File: src/rtl/sum_board_pkg.sv
// rtl/sum_board_pkg.sv - shared constants, font and state encoding for the sum board displays
package sum_board_pkg;

  localparam int DIGITS = 8;

  // Active-low {g,f,e,d,c,b,a}; entries 0xB and 0xD are the lower-case glyphs.
  localparam logic [6:0] SEG_FONT [16] = '{
    7'h40, 7'h79, 7'h24, 7'h30, 7'h19, 7'h12, 7'h02, 7'h78,
    7'h00, 7'h10, 7'h08, 7'h03, 7'h46, 7'h21, 7'h06, 7'h0E
  };

  localparam logic [6:0] SEG_BLANK = 7'h7F;

  typedef enum logic {
    IDLE = 1'b0,
    SCAN = 1'b1
  } state_t;

endpackage

File: src/rtl/sum_seg_scan_if.sv
// rtl/sum_seg_scan_if.sv - capture inputs and multiplexed display outputs of the sum display
interface sum_seg_scan_if;
  import sum_board_pkg::*;

  logic              load;
  logic              clear;
  logic [31:0]       sum_in;
  logic              co_in;
  logic              blank_lz;
  logic [6:0]        seg;
  logic              dp;
  logic [DIGITS-1:0] an;
  logic              shown;

  modport master (
    output load, clear, sum_in, co_in, blank_lz,
    input  seg, dp, an, shown
  );

  modport slave (
    input  load, clear, sum_in, co_in, blank_lz,
    output seg, dp, an, shown
  );

endinterface

File: src/rtl/hex7seg.sv
// rtl/hex7seg.sv - combinational nibble to active-low seven-segment decode
module hex7seg
  import sum_board_pkg::*;
(
  input  logic [3:0] nibble,
  output logic [6:0] seg
);

  assign seg = SEG_FONT[nibble];

endmodule

File: src/rtl/sum_seg_scan.sv
// rtl/sum_seg_scan.sv - captures the adder sum/carry and scans it across eight hex digits
module sum_seg_scan #(
  parameter int CLK_DIV = 50000,
  parameter int DIGITS  = sum_board_pkg::DIGITS
) (
  input  logic           clk,
  input  logic           rst_n,
  sum_seg_scan_if.slave  bus
);
  import sum_board_pkg::*;

  localparam int                DIV_W    = (CLK_DIV > 1) ? $clog2(CLK_DIV) : 1;
  localparam logic [DIV_W-1:0]  DIV_LAST = DIV_W'(CLK_DIV - 1);
  localparam logic [2:0]        IDX_LAST = 3'(DIGITS - 1);

  state_t            state, state_nxt;
  logic [DIV_W-1:0]  div;
  logic [2:0]        idx;
  logic [31:0]       sum_q;
  logic              co_q;
  logic              tick;
  logic [3:0]        nibble;
  logic [31:0]       upper;
  logic              digit_blank;
  logic [6:0]        font_seg;
  logic [6:0]        seg_q;
  logic              dp_q;
  logic [DIGITS-1:0] an_q;
  logic              shown_q;

  always_ff @(posedge clk or negedge rst_n) begin
    if (!rst_n) state <= IDLE;
    else        state <= state_nxt;
  end

  always_comb begin
    state_nxt = state;
    if (bus.clear)     state_nxt = IDLE;
    else if (bus.load) state_nxt = SCAN;
  end

  always_ff @(posedge clk or negedge rst_n) begin
    if (!rst_n) begin
      sum_q <= '0;
      co_q  <= 1'b0;
    end else if (bus.load && !bus.clear) begin
      sum_q <= bus.sum_in;
      co_q  <= bus.co_in;
    end
  end

  assign tick = (div == DIV_LAST);

  // Counters sit at zero while idle, so entering SCAN always starts on digit 0.
  always_ff @(posedge clk or negedge rst_n) begin
    if (!rst_n) begin
      div <= '0;
      idx <= '0;
    end else if (state == IDLE || bus.clear) begin
      div <= '0;
      idx <= '0;
    end else if (tick) begin
      div <= '0;
      idx <= idx + 3'd1;
    end else begin
      div <= div + 1'b1;
    end
  end

  assign nibble      = sum_q[{idx, 2'b00} +: 4];
  assign upper       = sum_q >> {idx, 2'b00};
  assign digit_blank = bus.blank_lz && (idx != 3'd0) && (upper == 32'd0);

  hex7seg u_font (
    .nibble (nibble),
    .seg    (font_seg)
  );

  // The carry dot rides on the top digit even when that digit is blanked.
  always_ff @(posedge clk or negedge rst_n) begin
    if (!rst_n) begin
      seg_q   <= SEG_BLANK;
      dp_q    <= 1'b1;
      an_q    <= '1;
      shown_q <= 1'b0;
    end else if (state == SCAN) begin
      seg_q   <= digit_blank ? SEG_BLANK : font_seg;
      dp_q    <= !((idx == IDX_LAST) && co_q);
      an_q    <= ~(DIGITS'(1) << idx);
      shown_q <= 1'b1;
    end else begin
      seg_q   <= SEG_BLANK;
      dp_q    <= 1'b1;
      an_q    <= '1;
      shown_q <= 1'b0;
    end
  end

  assign bus.seg   = seg_q;
  assign bus.dp    = dp_q;
  assign bus.an    = an_q;
  assign bus.shown = shown_q;

endmodule

File: src/flat_wrapper.sv
// flat-port wrapper written by rule: the top's interface ports become plain ports
module sum_seg_scan_flat import sum_board_pkg::*;
#(
  parameter int CLK_DIV = 50000,
  parameter int DIGITS  = sum_board_pkg::DIGITS
)
  (clk, rst_n, bus_load, bus_clear, bus_sum_in, bus_co_in, bus_blank_lz, bus_seg, bus_dp, bus_an, bus_shown);
  sum_seg_scan_if bus_i ();
  input  logic clk;
  input  logic rst_n;
  input wire logic [$bits(bus_i.load)-1:0] bus_load;
  input wire logic [$bits(bus_i.clear)-1:0] bus_clear;
  input wire logic [$bits(bus_i.sum_in)-1:0] bus_sum_in;
  input wire logic [$bits(bus_i.co_in)-1:0] bus_co_in;
  input wire logic [$bits(bus_i.blank_lz)-1:0] bus_blank_lz;
  output wire logic [$bits(bus_i.seg)-1:0] bus_seg;
  output wire logic [$bits(bus_i.dp)-1:0] bus_dp;
  output wire logic [$bits(bus_i.an)-1:0] bus_an;
  output wire logic [$bits(bus_i.shown)-1:0] bus_shown;
  assign bus_i.load = bus_load;
  assign bus_i.clear = bus_clear;
  assign bus_i.sum_in = bus_sum_in;
  assign bus_i.co_in = bus_co_in;
  assign bus_i.blank_lz = bus_blank_lz;
  assign bus_seg = bus_i.seg;
  assign bus_dp = bus_i.dp;
  assign bus_an = bus_i.an;
  assign bus_shown = bus_i.shown;
  sum_seg_scan #(.CLK_DIV(CLK_DIV), .DIGITS(DIGITS)) u_core (.clk(clk), .rst_n(rst_n), .bus(bus_i));
endmodule
File: config.mk
export PLATFORM = sky130hd
export DESIGN_NAME = sum_seg_scan_flat
export DESIGN_NICKNAME = d
export VERILOG_FILES = /design/src/rtl/sum_board_pkg.sv /design/src/rtl/sum_seg_scan_if.sv /design/src/rtl/hex7seg.sv /design/src/rtl/sum_seg_scan.sv /design/src/flat_wrapper.sv
export SDC_FILE = /design/constraint.sdc
export NUM_CORES = 1
export LEC_CHECK = 0
export CAP_MARGIN = 10
export CORE_ASPECT_RATIO = 2
export CORE_MARGIN = 4
export CORE_UTILIZATION = 54
export DETAILED_ROUTE_END_ITERATION = 6
export PLACE_DENSITY = 0.79
export RECOVER_POWER = 50
export SYNTH_ARGS = -nofsm -noshare
export SYNTH_HDL_FRONTEND = slang
export SYNTH_HIERARCHICAL = 1
export SYNTH_SLANG_ARGS = --single-unit
File: constraint.sdc
create_clock -name clk -period 2.9 [get_ports clk]
set_input_delay 0.29 -clock clk [delete_from_list [all_inputs] [get_ports clk]]
set_output_delay 0.29 -clock clk [all_outputs]
set_load 0.01 [all_outputs]
==> out/metrics.cfg <==
[sta]
slew_headroom=0.1298
fin_crit_sh=0.9340
min_period_ps=2709
setup_viol=0
rsz0062_at_grt=no
fmax_mhz=369.2
tightest_slew_ps=1305
worst_slack_ps=191.4
slew_viol_final=0
setup_tns_ps=0
final.setup_skew_ps=6.958
hold_viol=0

[yosys]
ys_async_sr_fraction=1.000
yosysSeqAreaShare=0.4733
synth_cell_types=49
avgSynthCellArea_sq_um=11.66
synth-edff-count=0
netlist_area_sq_mm=0.003744
yosys_warnings=6
ys_seq_elements=70
synthesis.nets=373
synthCells=321
ys.flop_type=dfrtp_1

[routing]
routed_via_density=5.710
vias=2735
drc_errors=0
ant_nets=0
first_iter_violations=154
wl_per_cell_microns=17.78
wl_microns=8519
dr.pass1.iters=4

[global_routing]
grt_first_pass_wirelength_microns=14120
grt_pass1_vias=2897
antenna_found_initial=0
grt_usage=0.2266
overflow=0
grt_max_degree=34

[setup_path]
crit_slowest_cell=mux4_2
worst-path-buf-inv=1
r2r_start=u_core/idx[0]$_DFFE_PN0P_
regToRegSetupSlack_ps=190
arrival_ps=2970
path_delay_family=simple AND/OR/NAND/NOR gates
required_ps=3160
worst_setup_path_start_kind=register
worst_path_most_repeated_cell=nand2_1
timing.rr.end=u_core/bus.seg[0]$_DFF_PN1_
end_kind=register
critPathMaxStageDelay_ps=570
critPathKind=reg2reg
critPathMaxFanout=8
reg2reg_depth=9
crit_path_cell_trace=clkbuf_1 > mux4_2 > nand2_1 > nand2_1 > and2b_2 > or3b_1 > o21ai_0 > nor2b_1 > o21ai_1

[placed_design]
gp_routability_congestion=0.8544
placed_cell_area_sq_mm=0.004417
numPortBuffers=54
preCtsSetupSlack_ps=125.8
hpwl_microns=6506

[hold_path]
hp-class=reg2reg
min_from=u_core/co_q$_DFFE_PN0P_
holdPathEnd=u_core/bus.dp$_DFF_PN1_
holdPathStages=1

[cts]
cts.reportedPaths.clkPinSlew_ps=60
post-cts-setup-buffers=0
clock_latency_ps=330
cts_tree=done
clock_sinks=70
cts-htree-levels=3
clockBufferDepth=2
root_buffer=clkbuf_16
numCtsBuffers=9

[job]
drv_cap=0

[cells_and_area]
finalNetCount=439
nFillCells=494
final_cell_mix=clkdlybuf4s50_1 (53), dfrtp_1 (53), nor2_1 (35), mux2_2 (34), nand2_1 (22)
finalInstanceArea_sq_mm=0.004726
antenna_cells=0
syn_to_final_growth_pct=26.24
post_route_cells_drive_above_1_share=0.2481

[floorplan]
die_area_sq_mm=0.008410
die_x_microns=66.88
die_h_microns=125.8
rows=42
placeableCoreArea_sq_mm=0.006674
boundaryPins=55
floorplan.initialDensity=0.5609

[power_and_ir_drop]
power.total_uw=2732
p_leak_uw=0.001876
vdd_ir_drop_max_uv=458.8
pwr_density_cell_mw_per_mm2=578.1

[outcome]
status=complete, no violations

per-layer routing:
layer	track usage	wire, microns	share of wire
met2	0.4081	4914	0.58
met4	0.1136	305	0.036
met1	0.2327	2929	0.34
met3	0.05615	370	0.043
met5	0	0	0
report_power, final:
part | switching (uW) | internal [uW]
Combinational | 189 | 242
Sequential | 82.9 | 1070
Clock | 399 | 747
through the flow:
stage / std cells / utilization / hold WS (ps)
2_1_floorplan: 321 / - / -5.591
3_3_place_gp: 463 / 0.6618 / 301.8
3_5_place_dp: 463 / 0.6618 / 305.5
4_1_cts: 479 / 0.7100 / 420.7
5_1_grt: 479 / 0.7081 / 455.2
6_report: 479 / 0.7081 / 415.9
cell usage after synthesis (3+ instances only):
library cell	n	area (sq um)
xor2_1	9	78.83
mux4_2	9	202.7
nand4_1	5	31.28
dfrtp_1	54	1351
or2_1	4	25.02
nor4_1	6	37.54
buf_6	3	33.78
xnor2_1	6	52.55
dfstp_2	16	420.4
nand3_1	11	55.05
o21ai_1	7	35.03
mux2i_1	11	110.1
nor2_1	35	131.4
nor3_1	6	30.03
mux2_2	34	382.9
nand2_1	22	82.58
nor2b_1	10	62.56
ha_1	14	175.2
buf_2	3	15.01
clkbuf_1	7	26.28
o21ai_0	7	35.03
inv_1	9	33.78
timing repair:
action                                 4_1_cts  5_1_grt
endpoints found under the hold margin        9        0
hold buffers                                 1        0
gates resized for setup                      0        1
setup endpoints to repair                    0        2
sequential cells by signal, indices dropped and copies added, names as in the netlist:
register,flops
u_core/bus.an,8
u_core/bus.dp,1
u_core/idx,3
u_core/state,1
u_core/bus.seg,7
u_core/co_q,1
u_core/sum_q,32
u_core/div,16
u_core/bus.shown,1
worst reg2reg max path, delay by kind of cell (launching register included):
family | cells | cell delay (ps)
AOI/OAI and AO/OA | 2 | 170
buffers and inverters | 1 | 410
DFF | 1 | 550
muxes | 1 | 570
and+or+nand+nor | 5 | 920
how the worst max path moves through the flow:
stage                               from                     endpoint  slack [ps]  cells past startpoint
2_1_floorplan  u_core/idx[1]$_DFFE_PN0P_  u_core/bus.seg[3]$_DFF_PN1_         360                     10
3_3_place_gp   u_core/idx[1]$_DFFE_PN0P_  u_core/bus.seg[0]$_DFF_PN1_         260                     11
3_5_place_dp   u_core/idx[1]$_DFFE_PN0P_  u_core/bus.seg[0]$_DFF_PN1_         130                     11
4_1_cts        u_core/idx[1]$_DFFE_PN0P_  u_core/bus.seg[0]$_DFF_PN1_         110                     11
5_1_grt        u_core/idx[0]$_DFFE_PN0P_  u_core/bus.seg[0]$_DFF_PN1_          50                      9
6_report       u_core/idx[0]$_DFFE_PN0P_  u_core/bus.seg[0]$_DFF_PN1_         190                      9
layout make-up:
class                   count  area (sq um)  area share
inverters                  10         37.54    0.007943
well taps                  88         110.1     0.02330
multi-input cells         227          1857      0.3929
clock buffers               9         225.2     0.04766
repair buffers             69         636.9      0.1348
clock inverters             6         86.33     0.01827
flip-flops and latches     70          1773      0.3752
cell families after synthesis:
family | count (synthesis) | synth area share
and+or+nand+nor | 113 | 0.1544
DFF | 70 | 0.4733
muxes | 55 | 0.1928
AOI/OAI and AO/OA | 30 | 0.06617
buffers and inverters | 24 | 0.03141
xor gates and xnor gates | 15 | 0.03509
adders and majority gates | 14 | 0.04679
Note: power is estimated with default switching activity, not from simulation.
